### src/rtl/a51_pkg.sv
// Shared constants and types for the A5/1 keystream generator.
package a51_pkg;

    localparam int R1_LEN = 19;
    localparam int R2_LEN = 22;
    localparam int R3_LEN = 23;

    // Feedback tap masks: R1 {13,16,17,18}, R2 {20,21}, R3 {7,20,21,22}
    localparam logic [R1_LEN-1:0] R1_TAPS = 19'h7_2000;
    localparam logic [R2_LEN-1:0] R2_TAPS = 22'h30_0000;
    localparam logic [R3_LEN-1:0] R3_TAPS = 23'h70_0080;

    // Majority clocking bit of each register
    localparam int R1_CLK = 8;
    localparam int R2_CLK = 10;
    localparam int R3_CLK = 10;

    // Phase lengths in cycles
    localparam int KEY_CYC   = 64;
    localparam int FRAME_CYC = 22;
    localparam int MIX_CYC   = 100;

    typedef enum logic [2:0] {
        IDLE       = 3'd0,
        LOAD_KEY   = 3'd1,
        LOAD_FRAME = 3'd2,
        MIX        = 3'd3,
        RUN        = 3'd4
    } state_t;

    // Complete LFSR state passed between step stages
    typedef struct packed {
        logic [R3_LEN-1:0] r3;
        logic [R2_LEN-1:0] r2;
        logic [R1_LEN-1:0] r1;
    } regs_t;

    function automatic logic maj3(input logic a, input logic b, input logic c);
        return (a & b) | (a & c) | (b & c);
    endfunction

endpackage

### src/rtl/a51_step.sv
// One step of all three LFSRs: majority-clocked, or forced (every register
// steps, in_bit is XORed into the feedback) while loading key/frame bits.
module a51_step
    import a51_pkg::*;
(
    input  regs_t cur,
    input  logic  load,
    input  logic  in_bit,
    output regs_t nxt,
    output logic  z
);

    logic maj, s1, s2, s3, fb1, fb2, fb3;

    // Decide which registers step, shift them, and form the output bit
    always_comb begin
        maj = maj3(cur.r1[R1_CLK], cur.r2[R2_CLK], cur.r3[R3_CLK]);
        s1  = load | (cur.r1[R1_CLK] == maj);
        s2  = load | (cur.r2[R2_CLK] == maj);
        s3  = load | (cur.r3[R3_CLK] == maj);
        fb1 = (^(cur.r1 & R1_TAPS)) ^ (load & in_bit);
        fb2 = (^(cur.r2 & R2_TAPS)) ^ (load & in_bit);
        fb3 = (^(cur.r3 & R3_TAPS)) ^ (load & in_bit);
        nxt = cur;
        if (s1) nxt.r1 = {cur.r1[R1_LEN-2:0], fb1};
        if (s2) nxt.r2 = {cur.r2[R2_LEN-2:0], fb2};
        if (s3) nxt.r3 = {cur.r3[R3_LEN-2:0], fb3};
        z = nxt.r1[R1_LEN-1] ^ nxt.r2[R2_LEN-1] ^ nxt.r3[R3_LEN-1];
    end

endmodule

### src/rtl/a51_keygen.sv
// A5/1 keystream generator: loads key and frame number, mixes 100 cycles,
// then streams KS_BITS keystream bits as OUT_W-bit words over valid/ready.
module a51_keygen
    import a51_pkg::*;
#(
    parameter int OUT_W   = 1,
    parameter int KS_BITS = 228
) (
    input  logic              clock,
    input  logic              reset,
    input  logic              start,
    input  logic [63:0]       key,
    input  logic [21:0]       frame,
    output logic              busy,
    output logic              ks_valid,
    input  logic              ks_ready,
    output logic [OUT_W-1:0]  ks_data,
    output logic              ks_last,
    output logic [18:0]       out19,
    output logic [21:0]       out22,
    output logic [22:0]       out23
);

    localparam int WORDS   = KS_BITS / OUT_W;
    localparam int CNT_MAX = (WORDS > MIX_CYC) ? WORDS : MIX_CYC;
    localparam int CNT_W   = $clog2(CNT_MAX + 1);

    state_t             state, state_nx;
    regs_t              regs;
    logic [CNT_W-1:0]   cnt;
    logic [63:0]        key_q;
    logic [21:0]        frame_q;
    logic [31:0]        frame_ext;
    logic               load_bit, loading, phase_end, word_load;
    regs_t              step_nxt;
    logic               step_z_unused;
    regs_t              run_nxt;
    logic [OUT_W-1:0]   zbits;

    assign busy      = (state != IDLE);
    assign out19     = regs.r1;
    assign out22     = regs.r2;
    assign out23     = regs.r3;
    assign frame_ext = {10'b0, frame_q};
    assign loading   = (state == LOAD_KEY) || (state == LOAD_FRAME);
    assign load_bit  = (state == LOAD_KEY) ? key_q[cnt[5:0]] : frame_ext[cnt[4:0]];

    // Single step used during key/frame load (forced) and mixing (majority)
    a51_step u_step (
        .cur    (regs),
        .load   (loading),
        .in_bit (load_bit),
        .nxt    (step_nxt),
        .z      (step_z_unused)
    );

    // OUT_W majority steps chained so a whole word is produced per cycle
    for (genvar g = 0; g < OUT_W; g++) begin : g_run
        regs_t cin, cout;
        logic  zb;
        if (g == 0) begin : g_first
            assign cin = regs;
        end else begin : g_next
            assign cin = g_run[g-1].cout;
        end
        a51_step u_step (
            .cur    (cin),
            .load   (1'b0),
            .in_bit (1'b0),
            .nxt    (cout),
            .z      (zb)
        );
        assign zbits[g] = zb;
    end
    assign run_nxt = g_run[OUT_W-1].cout;

    // State register
    always_ff @(posedge clock or posedge reset) begin
        if (reset) state <= IDLE;
        else       state <= state_nx;
    end

    // Next state, phase boundaries and word-load enable
    always_comb begin
        state_nx  = state;
        phase_end = 1'b0;
        word_load = 1'b0;
        case (state)
            IDLE: begin
                if (start) state_nx = LOAD_KEY;
            end
            LOAD_KEY: begin
                phase_end = (cnt == CNT_W'(KEY_CYC - 1));
                if (phase_end) state_nx = LOAD_FRAME;
            end
            LOAD_FRAME: begin
                phase_end = (cnt == CNT_W'(FRAME_CYC - 1));
                if (phase_end) state_nx = MIX;
            end
            MIX: begin
                phase_end = (cnt == CNT_W'(MIX_CYC - 1));
                if (phase_end) state_nx = RUN;
            end
            RUN: begin
                // after the last word is loaded only its handshake remains
                word_load = (!ks_valid || ks_ready) && !ks_last;
                if (ks_valid && ks_ready && ks_last) state_nx = IDLE;
            end
            default: state_nx = IDLE;
        endcase
    end

    // Datapath: captured inputs, LFSRs, phase/word counter, output word
    always_ff @(posedge clock or posedge reset) begin
        if (reset) begin
            regs     <= '0;
            cnt      <= '0;
            key_q    <= '0;
            frame_q  <= '0;
            ks_valid <= 1'b0;
            ks_data  <= '0;
            ks_last  <= 1'b0;
        end else begin
            case (state)
                IDLE: begin
                    if (start) begin
                        key_q   <= key;
                        frame_q <= frame;
                        regs    <= '0;
                        cnt     <= '0;
                    end
                end
                LOAD_KEY, LOAD_FRAME, MIX: begin
                    regs <= step_nxt;
                    cnt  <= phase_end ? '0 : cnt + CNT_W'(1);
                end
                RUN: begin
                    if (word_load) begin
                        regs     <= run_nxt;
                        ks_data  <= zbits;
                        ks_valid <= 1'b1;
                        ks_last  <= (cnt == CNT_W'(WORDS - 1));
                        cnt      <= cnt + CNT_W'(1);
                    end else if (ks_valid && ks_ready) begin
                        ks_valid <= 1'b0;
                        ks_last  <= 1'b0;
                        cnt      <= '0;
                    end
                end
                default: ;
            endcase
        end
    end

endmodule

### config.mk
export PLATFORM = sky130hd
export DESIGN_NAME = a51_keygen
export DESIGN_NICKNAME = d
export VERILOG_FILES = /design/src/rtl/a51_pkg.sv /design/src/rtl/a51_step.sv /design/src/rtl/a51_keygen.sv
export SDC_FILE = /design/constraint.sdc
export NUM_CORES = 1
export LEC_CHECK = 0
export CORE_MARGIN = 5
export CORE_UTILIZATION = 50
export DETAILED_ROUTE_END_ITERATION = 7
export GPL_TIMING_DRIVEN = 0
export HOLD_SLACK_MARGIN = 0.12
export PLACE_DENSITY = 0.81
export SYNTH_ARGS = -nofsm -noshare
export SYNTH_HDL_FRONTEND = slang
export SYNTH_HIERARCHICAL = 1
export SYNTH_SLANG_ARGS = --single-unit
export TNS_END_PERCENT = 100
### constraint.sdc
create_clock -name clock -period 4.9 [get_ports clock]
set_clock_uncertainty 0.15 [all_clocks]
set_input_delay 0.49 -clock clock [delete_from_list [all_inputs] [get_ports clock]]
set_output_delay 0.49 -clock clock [all_outputs]
set_load 0.01 [all_outputs]
=== Yosys cells after proc, flatten, opt, wreduce, memory -nomap -nowiden ===
Index checks and enable logic that the tools add are counted.

* Bitwise logic cells: 14
* Shift-type cells: 0
* $add $sub $neg: 1
* Order comparisons: 2
* Reductions and logical operators: 26
* Muxes and demuxes: 30
* Div/mod/pow operators: 0
* Multipliers: 0
* Eq/ne operators: 24

{| class="wikitable"
|+ Operators with widths
! kind !! number
|-
| $pmux 64 s3 || 1
|-
| $mux 64 || 2
|-
| $mux 23 || 2
|-
| $mux 22 || 2
|-
| $mux 19 || 2
|-
| $mux 8 || 4
|-
| $pmux 8 s3 || 1
|-
| $reduce_xor 23->1 || 1
|-
| $reduce_xor 22->1 || 1
|-
| $reduce_and 5->1 || 4
|-
| $reduce_xor 19->1 || 1
|-
| $ne 2x1->1 const B || 8
|-
| $mux 3 || 5
|-
| $pmux 3 s5 || 1
|-
| $reduce_and 4->1 || 3
|-
| $add 8x1->8 const B || 1
|-
| $eq 8x5->1 const B || 1
|-
| $eq 8x6->1 const B || 1
|-
| $eq 8x7->1 const B || 1
|-
| $eq 8x8->1 const B || 1
|-
| $ne 2x2->1 const B || 4
|-
| $lt 6x7->1 const B || 1
|-
| $mux 1 || 7
|-
| $bmux 1 s6 || 1
|-
| 20 further kinds || 41
|}

* Bits in writable memories: 0
* Flip-flop bits (word level): 164
* Memories kept: 0
* Output and inout port bits: 68
* Bits in latches: 0
* Bits of input ports: 90
* Logic and storage cells: 110
* ROM bits: 0

=== Depth between registers and ports, before layout ===
* Depth in word-level cells: 7
* Gate-level depth with buffers: 14
* Mapped depth without buffers: 12

=== Hierarchy ===
Netlist, hierarchy kept.

{| class="wikitable"
|+ Modules (own cells, without submodules)
! module !! cells each !! area each (um2) !! instances
|-
| a51_keygen || 726 || 8106.5 || 1
|-
| a51_step (u_step) || 135 || 1109.8 || 1
|-
| a51_step (g_run[0].u_step) || 112 || 996.0 || 1
|}

=== Worst setup path after synthesis ===
OpenSTA, ideal clock, no wires.

* Kind: flip-flop to flip-flop
* Start: register state[2]
* End: register regs (netlist bit out19[11])
* Clock period less this slack: 3174 ps
* Data arrival time: 2898 ps
* Data required time: 4624 ps
* Path buffers: 5
* Path slack: 1726 ps
* Cell stages (with the launch flop): 12
* Path through: dfrtp_1 > clkbuf_1 > clkbuf_1 > clkbuf_1 > a21oi_1 > buf_2 > nor2_1 > buf_2 > mux2_2 > nor3b_1 > a31oi_1 > a21oi_1

* Word-level cells in the longest chain between the ends: 5
* Elaborated cells between the ends (all ways): 16
* Classes of those cells: 8 x eq/ne; 2 x mux; 1 x bitwise; 5 x reduce/logical

{| class="wikitable"
|+ Ends and longest elaborated chain
! element !! line !! text
|-
| start: declaration || a51_keygen.sv:28 || <nowiki>state_t state, state_nx;</nowiki>
|-
| start signal: assignment || a51_keygen.sv:80 || <nowiki>else state <= state_nx;</nowiki>
|-
| $eq 3x1->1 or $eq 3x2->1 (tied branches) || a51_keygen.sv:45 || <nowiki>assign loading = (state == LOAD_KEY) || (state == LOAD_FRAME);</nowiki>
|-
| $logic_or 1x1->1 * || a51_keygen.sv:45 ||
|-
| via loading || a51_keygen.sv:34 || <nowiki>logic load_bit, loading, phase_end, word_load;</nowiki>
|-
| $or 1x1->1 * || a51_step.sv:18 || <nowiki>s1 = load | (cur.r1[R1_CLK] == maj);</nowiki>
|-
| $ne 2x1->1 (no line) * || n/a ||
|-
| $reduce_and 5->1 (no line) * || n/a ||
|-
| end signal: assignment || a51_keygen.sv:134 || <nowiki>regs <= step_nxt;</nowiki>
|-
| end signal: assignment || a51_keygen.sv:139 || <nowiki>regs <= run_nxt;</nowiki>
|-
| end: declaration || a51_keygen.sv:29 || <nowiki>regs_t regs;</nowiki>
|}

Mark *: on every way through the listed nets, which the timed path passes. The rest lies on a longest branch.
A chain may end at the register's enable or synchronous reset.

=== Worst setup path in the final report ===
* Start: register state[2]
* End: register regs (netlist bit out19[6])

The elaborated chain is that of the path after synthesis.

==> out/metrics.csv <==
stage,metric,value,unit
finish,synthToLayoutAreaGrowth,25.6,%
cts,cts.sink_count,164,
drt,wl_per_cell,18.8,um
cts,cts_root_buf,clkbuf_16,
finish,fin_area,12800,um2
finish,drive_gt1_share,26.4,%
worst_setup_path,path_delay_family,buffers and inverters,
yosys,syn_area,10200,um2
run,cap_viol_max_count,0,
timing,fmax,233,MHz
grt,grt_pass1_wl,43700,um
yosys,syn_area_per_cell,10.5,um2
cts,cts_tree,built,
finish,diodes,0,
cts,cts_made_buffers,17,
cts,cts_setup_buffers,0,
yosys,yosysWarnings,6,
worst_setup_path,crit_arrival,4.44,ns
timing,relSlewSlack,52.8,%
cts,cts_resized,0,
drt,vias,8437,
grt,globalRouteOverflowTotal,0,
drt,drt_iter0_drc,538,
timing,drv_slew,0,
drt,first_pass_iters,7,
floorplanning,fp.dieW,153,um
drt,vias_per_cell,5.88,
floorplanning,coreArea,20200,um2
cts,clk_latency,0.44,ns
placed_design,gp_congestion,0.913,
pwr,leakage,5.10,nW
drt,drc_errors,0,
worst_setup_path,cp-end-kind,flip-flop,
placed_design,dp_hpwl,19700,um
pwr,power_density,676,nW/um2
timing,setup_viol,0,
grt,grt_use_met1,28.1,%
floorplanning,dieArea,23300,um2
grt,grt_usage,22.6,%
timing,min_period_over_period,87.5,%
timing,fin_setup_tns,0,ns
finish,final_nets,1244,
grt,grt_pass1_vias,8410,
cts,htree_levels,4,
worst_setup_path,cp.required,5.06,ns
drt,wl,27000,um
floorplanning,start_util,50.5,%
placed_design,dpl_cell_area,12200,um2
floorplanning,io-pin-count,158,
worst_setup_path,ff2ff_path_depth,11,
finish,final_util,63.5,%
timing,finalHoldViolCount,0,
floorplanning,num_rows,52,
worst_setup_path,cpMaxStageDelayCell,clkbuf_1,
grt,grt-busiest-layer,met2,
timing,period_needed,4.29,ns
worst_setup_path,crit_cells,11,
yosys,syn-instance-count,971,
worst_setup_path,cp-start-kind,flip-flop,
grt,antenna_found_initial,1,
grt,use_met2,39.4,%
pwr,peakVddDrop,0.274,mV
floorplanning,die_y,153,um
worst_setup_path,cp_cell_sequence,"clkbuf_1, clkbuf_1, clkbuf_1, a21oi_1, buf_2, nor2_1, buf_2, mux2_2, nor3b_1, a31oi_1, a21oi_1",
worst_setup_path,crit_buf_inv,5,
worst_setup_path,critPathMaxFanout,10,
timing,worst_pin_slew,0.701,ns
min_path,hold_class,input pin to async pin,
finish,nFillCells,1592,
worst_setup_path,crit_top_cell,clkbuf_1,
run_status,outcome,finished clean,
worst_setup_path,path_class,flip-flop to flip-flop,
grt,grt_max_degree,41,
cts,postCtsHoldBufs,0,
drt,ant_nets,0,
worst_setup_path,cpPeakStageDelay,0.54,ns
grt,use_met3,4.88,%
placed_design,port_buffers,157,
timing,rsz0062_at_grt,false,
cts,ctsLongestPathBuffers,2,
cts,path_clk_slew,0.07,ns
[power by group]
part	switching, mW	internal (mW)	total (mW)
Combinational	1.93	2.61	4.54
Sequential	0.696	2.03	2.72
Clock	0.652	0.737	1.39
Total	3.28	5.38	8.65
[worst reg2reg max path, cell delays in order (launching register included)]
cell      delay, ns
dfrtp_1        0.44
clkbuf_1       0.50
clkbuf_1       0.54
clkbuf_1       0.43
a21oi_1        0.25
buf_2          0.25
nor2_1         0.49
buf_2          0.36
mux2_2         0.36
nor3b_1        0.13
a31oi_1        0.17
a21oi_1        0.10
[final timing paths]
path | startpoint | endpoint | slack (ns)
setup / recovery | state[2] | out19[6] | 0.61
hold / removal | reset | key_q[11] | 0.32
setup reg to reg | state[2] | out19[6] | 0.61
hold reg to reg | key_q[6] | key_q[6] | 0.36
max in group asynchronous | reset | out19[8] | 3.20
min in group clock | key_q[6] | key_q[6] | 0.36
[layout by cell type (no fill, tap or decap), types with 7 or more instances in the layout]
master,n
clkdlybuf4s50_1,157
buf_2,35
clkbuf_16,17
inv_1,14
mux2_2,201
mux2i_1,14
buf_6,9
nor3b_1,64
o21ai_0,33
xnor2_1,17
nand2_1,24
or3_1,7
a21oi_1,81
nor2_1,87
nand4_1,7
nor2b_1,10
mux4_2,16
clkbuf_1,38
dfrtp_1,164
inv_8,7
a31oi_1,72
[state kept, by name, indices dropped and copies added, names as in the netlist]
signal    count
out19        19
frame_q      22
out22        22
out23        23
ks_last       1
state         3
ks_data       1
key_q        64
cnt           8
ks_valid      1
[layer usage]
layer,part of all wire (%),up-vias,wire length (um)
met5,0.041,-,11
met4,2.1,2,568
met3,6.0,43,1610
met2,51,287,13800
met1,41,4151,11100
li1,-,3954,-
[per-stage QoR]
step	hold WS [ns]	cells	worst slack, ns	total power, mW
finish	0.319	1435	0.614	8.65
global route	0.363	1435	0.328	9.21
CTS	0.329	1435	0.680	8.66
detailed placement	0.345	1403	0.678	7.24
global placement	0.335	1399	0.730	7.06
floorplan	0.325	972	1.73	5.78
[layout make-up]
cell class	count	area (um2)	area share, %
multi-input combinational	705	5590	43.7
sequential	164	4100	32.1
timing repair buffer	161	1650	12.9
buffer	88	449	3.51
clock buffer	17	425	3.32
tap	270	338	2.64
clock inverter	15	184	1.44
inverter	15	60.1	0.469
(Power assumes the default switching activity.)
